<file path="config.mk">
export PLATFORM = sky130hd
export DESIGN_NAME = reg_file_mp
export DESIGN_NICKNAME = d
export VERILOG_FILES = /design/src/rtl/reg_file_pkg.sv /design/src/rtl/reg_file_rd_port.sv /design/src/rtl/reg_file_mp.sv
export SDC_FILE = /design/constraint.sdc
export NUM_CORES = 2
export LEC_CHECK = 0
export CORE_MARGIN = 2
export CORE_UTILIZATION = 50
export CTS_BUF_LIST = sky130_fd_sc_hd__clkbuf_4
export CTS_CLUSTER_SIZE = 25
export DETAILED_ROUTE_END_ITERATION = 8
export PLACE_DENSITY = 0.66
export SLEW_MARGIN = 20
export SYNTH_ARGS = -nofsm -noshare
export SYNTH_HDL_FRONTEND = slang
export SYNTH_SLANG_ARGS = --single-unit
export TNS_END_PERCENT = 1
</file>
<file path="constraint.sdc">
create_clock -name clk -period 5.45 [get_ports clk]
set_input_delay 0.545 -clock clk [delete_from_list [all_inputs] [get_ports clk]]
set_output_delay 0.545 -clock clk [all_outputs]
set_load 0.005 [all_outputs]
</file>
<file path="src/rtl/reg_file_pkg.sv">
// Shared types and helpers for the multi-port register file.
// Holds architectural register indices, FSM states and init values.
package reg_file_pkg;

    localparam int unsigned REG_ZERO = 0;
    localparam int unsigned REG_SP   = 29;
    localparam int unsigned REG_FP   = 30;
    localparam int unsigned REG_RA   = 31;

    typedef enum logic {
        CLEAR,
        RUN
    } rf_state_t;

    // Reset value of one entry; the named entries only exist
    // when the file has all 32 architectural registers.
    function automatic logic [63:0] init_value(
        input int unsigned addr,
        input int unsigned depth,
        input logic [63:0] ra,
        input logic [63:0] fp,
        input logic [63:0] sp
    );
        logic [63:0] v;
        v = '0;
        if (depth >= 32) begin
            if (addr == REG_RA) v = ra;
            else if (addr == REG_FP) v = fp;
            else if (addr == REG_SP) v = sp;
        end
        return v;
    endfunction

endpackage

</file>
<file path="src/rtl/reg_file_rd_port.sv">
// One registered read port: zero check, write bypass, output flop.
// Ports: clk/rst_n, rd_en_i/rd_addr_i, arr_data_i, write bus, state_i, rd_data_o.
module reg_file_rd_port
    import reg_file_pkg::*;
#(
    parameter int DATA_W = 32,
    parameter int ADDR_W = 5,
    parameter int NUM_WR = 2
) (
    input  logic                     clk,
    input  logic                     rst_n,
    input  logic                     rd_en_i,
    input  logic [ADDR_W-1:0]        rd_addr_i,
    input  logic [DATA_W-1:0]        arr_data_i,
    input  logic [NUM_WR-1:0]        wr_en_i,
    input  logic [NUM_WR*ADDR_W-1:0] wr_addr_i,
    input  logic [NUM_WR*DATA_W-1:0] wr_data_i,
    input  rf_state_t                state_i,
    output logic [DATA_W-1:0]        rd_data_o
);

    logic [DATA_W-1:0] rd_data_q;
    logic [DATA_W-1:0] rd_data_d;

    // Ascending scan so the highest-index matching writer wins.
    always_comb begin
        rd_data_d = arr_data_i;
        for (int j = 0; j < NUM_WR; j++) begin
            if (wr_en_i[j] &&
                wr_addr_i[j*ADDR_W +: ADDR_W] == rd_addr_i) begin
                rd_data_d = wr_data_i[j*DATA_W +: DATA_W];
            end
        end
        if (rd_addr_i == '0) rd_data_d = '0;
    end

    always_ff @(posedge clk) begin
        if (!rst_n) begin
            rd_data_q <= '0;
        end else if (state_i == CLEAR) begin
            rd_data_q <= '0;
        end else if (rd_en_i) begin
            rd_data_q <= rd_data_d;
        end
    end

    assign rd_data_o = rd_data_q;

endmodule

</file>
<file path="src/rtl/reg_file_mp.sv">
// Multi-port register file with priority writes and post-reset clear.
// Ports: clk, rst_n, rd_en/rd_addr/rd_data, wr_en/wr_addr/wr_data, ready.
module reg_file_mp
    import reg_file_pkg::*;
#(
    parameter int              DATA_W  = 32,
    parameter int              ADDR_W  = 5,
    parameter int              NUM_RD  = 2,
    parameter int              NUM_WR  = 2,
    parameter logic [DATA_W-1:0] RA_INIT = 32'h80088008,
    parameter logic [DATA_W-1:0] FP_INIT = 32'h00012345,
    parameter logic [DATA_W-1:0] SP_INIT = 32'h80020800
) (
    input  logic                     clk,
    input  logic                     rst_n,
    input  logic [NUM_RD-1:0]        rd_en,
    input  logic [NUM_RD*ADDR_W-1:0] rd_addr,
    output logic [NUM_RD*DATA_W-1:0] rd_data,
    input  logic [NUM_WR-1:0]        wr_en,
    input  logic [NUM_WR*ADDR_W-1:0] wr_addr,
    input  logic [NUM_WR*DATA_W-1:0] wr_data,
    output logic                     ready
);

    localparam int unsigned DEPTH = 2**ADDR_W;

    logic [DATA_W-1:0] mem_q [DEPTH];

    rf_state_t         state_q;
    rf_state_t         state_d;
    logic [ADDR_W-1:0] clear_cnt_q;
    logic [ADDR_W-1:0] clear_cnt_d;
    logic              ready_q;
    logic              ready_d;
    logic [DATA_W-1:0] init_val;

    always_comb begin
        init_val = DATA_W'(init_value(32'(clear_cnt_q), DEPTH,
                                      64'(RA_INIT), 64'(FP_INIT),
                                      64'(SP_INIT)));
    end

    always_comb begin
        state_d     = state_q;
        clear_cnt_d = clear_cnt_q;
        ready_d     = ready_q;
        unique case (state_q)
            CLEAR: begin
                clear_cnt_d = clear_cnt_q + 1'b1;
                if (clear_cnt_q == ADDR_W'(DEPTH - 1)) begin
                    state_d = RUN;
                    ready_d = 1'b1;
                end
            end
            RUN: begin
            end
            default: begin
                state_d = CLEAR;
            end
        endcase
    end

    always_ff @(posedge clk) begin
        if (!rst_n) begin
            state_q     <= CLEAR;
            clear_cnt_q <= '0;
            ready_q     <= 1'b0;
        end else begin
            state_q     <= state_d;
            clear_cnt_q <= clear_cnt_d;
            ready_q     <= ready_d;
        end
    end

    // Array has no reset; the sweep defines every entry. Later
    // writes in the loop override earlier ones, so the
    // highest-index port wins a same-address collision.
    always_ff @(posedge clk) begin
        if (rst_n) begin
            if (state_q == CLEAR) begin
                mem_q[clear_cnt_q] <= init_val;
            end else begin
                for (int j = 0; j < NUM_WR; j++) begin
                    if (wr_en[j] &&
                        wr_addr[j*ADDR_W +: ADDR_W] != '0) begin
                        mem_q[wr_addr[j*ADDR_W +: ADDR_W]] <=
                            wr_data[j*DATA_W +: DATA_W];
                    end
                end
            end
        end
    end

    // Bypass is only meaningful in RUN; ports force zero in CLEAR.
    logic [NUM_WR-1:0] wr_en_run;
    assign wr_en_run = (state_q == RUN) ? wr_en : '0;

    for (genvar i = 0; i < NUM_RD; i++) begin : g_rd
        logic [DATA_W-1:0] arr_rd;
        assign arr_rd = mem_q[rd_addr[i*ADDR_W +: ADDR_W]];

        reg_file_rd_port #(
            .DATA_W (DATA_W),
            .ADDR_W (ADDR_W),
            .NUM_WR (NUM_WR)
        ) u_rd (
            .clk        (clk),
            .rst_n      (rst_n),
            .rd_en_i    (rd_en[i]),
            .rd_addr_i  (rd_addr[i*ADDR_W +: ADDR_W]),
            .arr_data_i (arr_rd),
            .wr_en_i    (wr_en_run),
            .wr_addr_i  (wr_addr),
            .wr_data_i  (wr_data),
            .state_i    (state_q),
            .rd_data_o  (rd_data[i*DATA_W +: DATA_W])
        );
    end

    assign ready = ready_q;

endmodule

</file>
* After elaboration in Yosys (flattened, before gate mapping) *
Memories as Yosys holds them, arrays and structs flattened.
Cells that the tools add are included.

word-level totals
  logic and storage cells = 54
  register bits = 71
  bits of input ports = 90
  output and inout bits = 65
  memory bits (writable) = 1024
  memories = 1

memories
  name   depth  width  rd ports  clocked after Yosys merged registers in  write ports  line               text
  mem_q  32     32     2         0                                        2            reg_file_mp.sv:27  logic [DATA_W-1:0] mem_q [DEPTH];

operators by class
  eq/ne operators = 7
  add/sub/neg operators = 1
  mux-type cells = 26
  bitwise logic cells = 1
  reduce and logical (&&, ||, !) cells = 13

operators by type and width
  cell                   count
  $mux W32               10
  $reduce_or A32 Y1      1
  $eq A5 B5 Y1           4
  $eq A5 B5 Y1 const B   3
  $mux W1                14
  $logic_not A5 Y1       2
  $reduce_bool A5 Y1     2
  $logic_and A1 B1 Y1    6
  $add A5 B1 Y5 const B  1
  $mux W5                1
  $reduce_and A2 Y1      2
  $mux W2                1
  $not A1 Y1             1

* Depth between registers and ports, before layout *
  depth in word-level cells = 8
  mapped depth = 10
  mapped depth without buffers = 7

* Hierarchy *
From an unflattened synthesis, not the netlist that was laid out.

second synthesis, totals
  cell total of the unflattened synthesis = 6461
  area, all modules = 64010.1 um^2

by module, submodules not included
  module            seq. area each (um^2)  cells an instance  instances  area an instance (um^2)
  reg_file_mp       30889.6                5987               1          59791.1
  reg_file_rd_port  640.6                  237                2          2109.5

* Worst setup path before layout *
OpenSTA, ideal clock, no wires.

  path kind = input -> register
  start point = input port wr_addr[1]
  end point = memory mem_q[12][0], enable pin
  slack = 0.809 ns
  stages = 9
  buffers on the path = 4
  data arrival time = 4.175 ns
  setup time = 0.466 ns
  cells stage by stage = clkbuf_1 nor2_1 a21oi_2 buf_4 buf_6 buf_4 mux2i_1 nand2_1 o21ai_0

RTL lines
  item             line               text
  start, declared  reg_file_mp.sv:20  input logic [NUM_WR*ADDR_W-1:0] wr_addr,
  end, declared    reg_file_mp.sv:27

==> results.cfg <==
[run_status]
run_status = finished, violations left
failed_checks = design-rule violations

[global_routing]
grt_pass1_wl_um = 356900
global_route.usage.total = 0.3836
antenna_found_initial = 15
globalRouteOverflowTotal = 0
grt_max_degree = 86
grt_pass1_vias = 51070

[logic_synthesis]
synth_edf_count = 1024
ys_dominant_reg_cell = sky130_fd_sc_hd__edfxtp_1
postSynthRegisterBits = 1095
synthesis.area_sq_um = 63400
syn_avg_cell_area_sq_um = 11.02
part_of_the_yosys_area_used_for_sequential_elements = 0.5075
cells_after_synth = 5751
mappedNetlistNets = 5845
ys_types = 66
async_flop_share = 0
yosysWarnings = 0

[power_and_ir_drop]
max-vdd-ir-drop_mv = 0.2311
power.static_leakage_nw = 25.52
power_density_nw_per_um2 = 262.3
finalPower_mw = 18.46

[detailed_routing]
wl_met2_um = 108600
routed_wl_um = 254600
drt_iter0_markers = 9374
via_count = 54020
detailedRoute.firstPassIterationCount = 9
maxUsedRoutingLayer = met5
route.met3.wl_um = 42410
antenna_violating_nets_left = 0
wl_per_cell_um = 33.61
drcViolationCount = 19
wl_met1_um = 86450
via_per_inst = 7.130

[job]
timing.max_cap.violations = 0

[clocking]
cts_root_buffer = sky130_fd_sc_hd__clkbuf_4
insertion_delay_ns = 1.33
clk_pin_slew_worst_paths_ns = 0.07
post-cts-setup-buffer-count = 0
cts-htree-levels = 5
clockBufferDepth = 4
tritoncts.num_buffers = 306
cts_tree = yes
cts_num_sinks = 1095

[place]
dpl-instance-area_sq_um = 66290
numPlacedInstances = 7030
hpwl_um = 153100
gp_congestion = 0.9529
total_of_buffers_placed_on_input_and_output_ports = 154

[cells_and_area]
finalNonFillerCells = 7576
final_common_cell = sky130_fd_sc_hd__edfxtp_1
layout.filler_cells = 10360
most-common-layout-cells = sky130_fd_sc_hd__edfxtp_1 (1024), sky130_fd_sc_hd__o21ai_0 (737), sky130_fd_sc_hd__nand2_1 (672)
final_design_area_no_fill_sq_um = 70370
num-nets-final = 5800
layout-drive-gt1-share = 0.1843
area.growth.synth_to_final_pct = 10.99

[die]
floorplan.initialDensity = 0.5042
die_area_sq_um = 129700
die_h_um = 360.1
num_io_pins = 155
placement_rows = 130
floorplan.core_area_sq_um = 125700
die_w_um = 360.1

[sta]
final_hold_viol_count = 0
layout_min_cycle_time_ns = 3.814
setup_total_negative_slack_ns = 0
timing_worst_slew_pin_value_ns = 1.346
maximum_frequency_from_static_timing_analysis_mhz = 262.2
finalMaxSlewViolations = 0
finalClockSkew_ns = 0.1333
timing.max_slew.rel_slack = 0.1005
fin_crit_sh = 0.6998
holdWs_ns = 0.1015
setup_viol = 0
grt_setup_unrepaired = false

[setup_path]
timing.critical_path.to_type = flip-flop
worstPathMaxFanout = 25
setup.worst_path.start_class = flip-flop
critical_path_required_ns = 6.33
critPathArrivalTime_ns = 4.69
worstSetupPathType = flip-flop to flip-flop

[min_path]
hold_path.class = primary input to flip-flop
==> report_power, final <==
part	internal [mW]	switching (mW)	total, mW	leakage (nW)
registers	9.10	0.0256	9.13	10.7
logic	0.531	1.17	1.70	12.5
clock network	3.97	3.66	7.63	2.27
==> repair_timing <==
action                    in CTS  in global routing
gates resized for setup        0                  0
hold buffers                  12                  0
hold endpoints to repair     223                  0
==> metrics by stage <==
stage	util	setup slack, ns
CTS	0.5581	1.799
global route	0.5595	1.556
finish	0.5597	1.636
detailed placement	0.5273	1.040
floorplan	-	0.8092
global placement	0.5270	1.142
==> sequential cells by signal (all words and copies together) (netlist names) <==
signal               flops
ready                    1
mem_q                 1024
state_q                  1
clear_cnt_q              5
g_rd.u_rd.rd_data_o     64
==> critical path: stages, from the launching register on <==
cell and delay [ns]:
sky130_fd_sc_hd__dfxtp_1 0.35, sky130_fd_sc_hd__buf_4 0.25, sky130_fd_sc_hd__nand3b_1 0.62, sky130_fd_sc_hd__nor2_1 0.43, sky130_fd_sc_hd__nand2_1 0.58, sky130_fd_sc_hd__o21ai_4 0.45
sky130_fd_sc_hd__buf_4 0.58
==> final timing paths <==
check / start / end / slack [ns] / cells after the start
max reg2reg: state_q / mem_q[8][14] / 1.64 / 6
max: state_q / mem_q[8][14] / 1.64 / 6
min: wr_data[43] / mem_q[27][11] / 0.10 / 3
min reg2reg: g_rd[1].u_rd.rd_data_o[30] / g_rd[1].u_rd.rd_data_o[30] / 0.53 / 2
==> area by class of cell <==
class                   count  area, sq um  share of cell area
flip-flops and latches   1095        32170              0.4572
multi-input cells        3888        28580              0.4062
repair buffers            367         3575             0.05080
clock buffers             461         3461             0.04918
well taps                1650         2064             0.02934
clock inverters            55        299.0            0.004250
inverters                  48        182.7            0.002596
diodes                     12        30.03           0.0004267
==> synthesized netlist by cell type, types with 14 or more instances <==
cell | count | area, sq um
sky130_fd_sc_hd__nand3_1 | 25 | 125.1
sky130_fd_sc_hd__mux4_1 | 21 | 551.8
sky130_fd_sc_hd__o221ai_1 | 120 | 1051
sky130_fd_sc_hd__a221o_1 | 60 | 600.6
sky130_fd_sc_hd__inv_1 | 45 | 168.9
sky130_fd_sc_hd__o2bb2ai_1 | 60 | 525.5
sky130_fd_sc_hd__nor3_1 | 140 | 700.7
sky130_fd_sc_hd__a221oi_1 | 120 | 1051
sky130_fd_sc_hd__clkbuf_1 | 511 | 1918
sky130_fd_sc_hd__mux2i_1 | 486 | 4865
sky130_fd_sc_hd__nand2_1 | 674 | 2530
sky130_fd_sc_hd__o22ai_2 | 14 | 175.2
sky130_fd_sc_hd__o21ai_0 | 768 | 3844
sky130_fd_sc_hd__mux4_2 | 253 | 5698
sky130_fd_sc_hd__buf_1 | 27 | 101.4
sky130_fd_sc_hd__a21oi_1 | 501 | 2507
sky130_fd_sc_hd__buf_6 | 28 | 315.3
sky130_fd_sc_hd__o311a_1 | 62 | 620.6
sky130_fd_sc_hd__xnor2_1 | 21 | 183.9
sky130_fd_sc_hd__o22ai_1 | 46 | 287.8
sky130_fd_sc_hd__buf_2 | 93 | 465.5
sky130_fd_sc_hd__nor2_1 | 403 | 1513
sky130_fd_sc_hd__edfxtp_1 | 1024 | 30750
sky130_fd_sc_hd__buf_4 | 57 | 427.9
sky130_fd_sc_hd__dfxtp_1 | 71 | 1421
==> cells by family (layout without fill, tap and decap cells) <==
group / after synthesis / after routing / synth area share
AO/OA/AOI/OAI: 1792 / 1792 / 0.1734
AND/OR/NAND/NOR: 1304 / 1304 / 0.08354
flip-flops: 1095 / 1095 / 0.5075
buffers and inverters: 768 / 931 / 0.05502
multiplexers: 765 / 765 / 0.1766
XOR/XNOR: 23 / 23 / 0.003178
adder cells (fa/ha/maj): 4 / 4 / 0.0007895
other: 0 / 12 / 0
==> layer usage <==
metal  vias to the layer above  global-route usage
li1                      22070                   -
met1                     25890              0.4822
met2                      4926              0.5585
met3                      1116              0.1522
met4                        14              0.2246
met5                         -             0.01443
(Power assumes the default switching activity.)
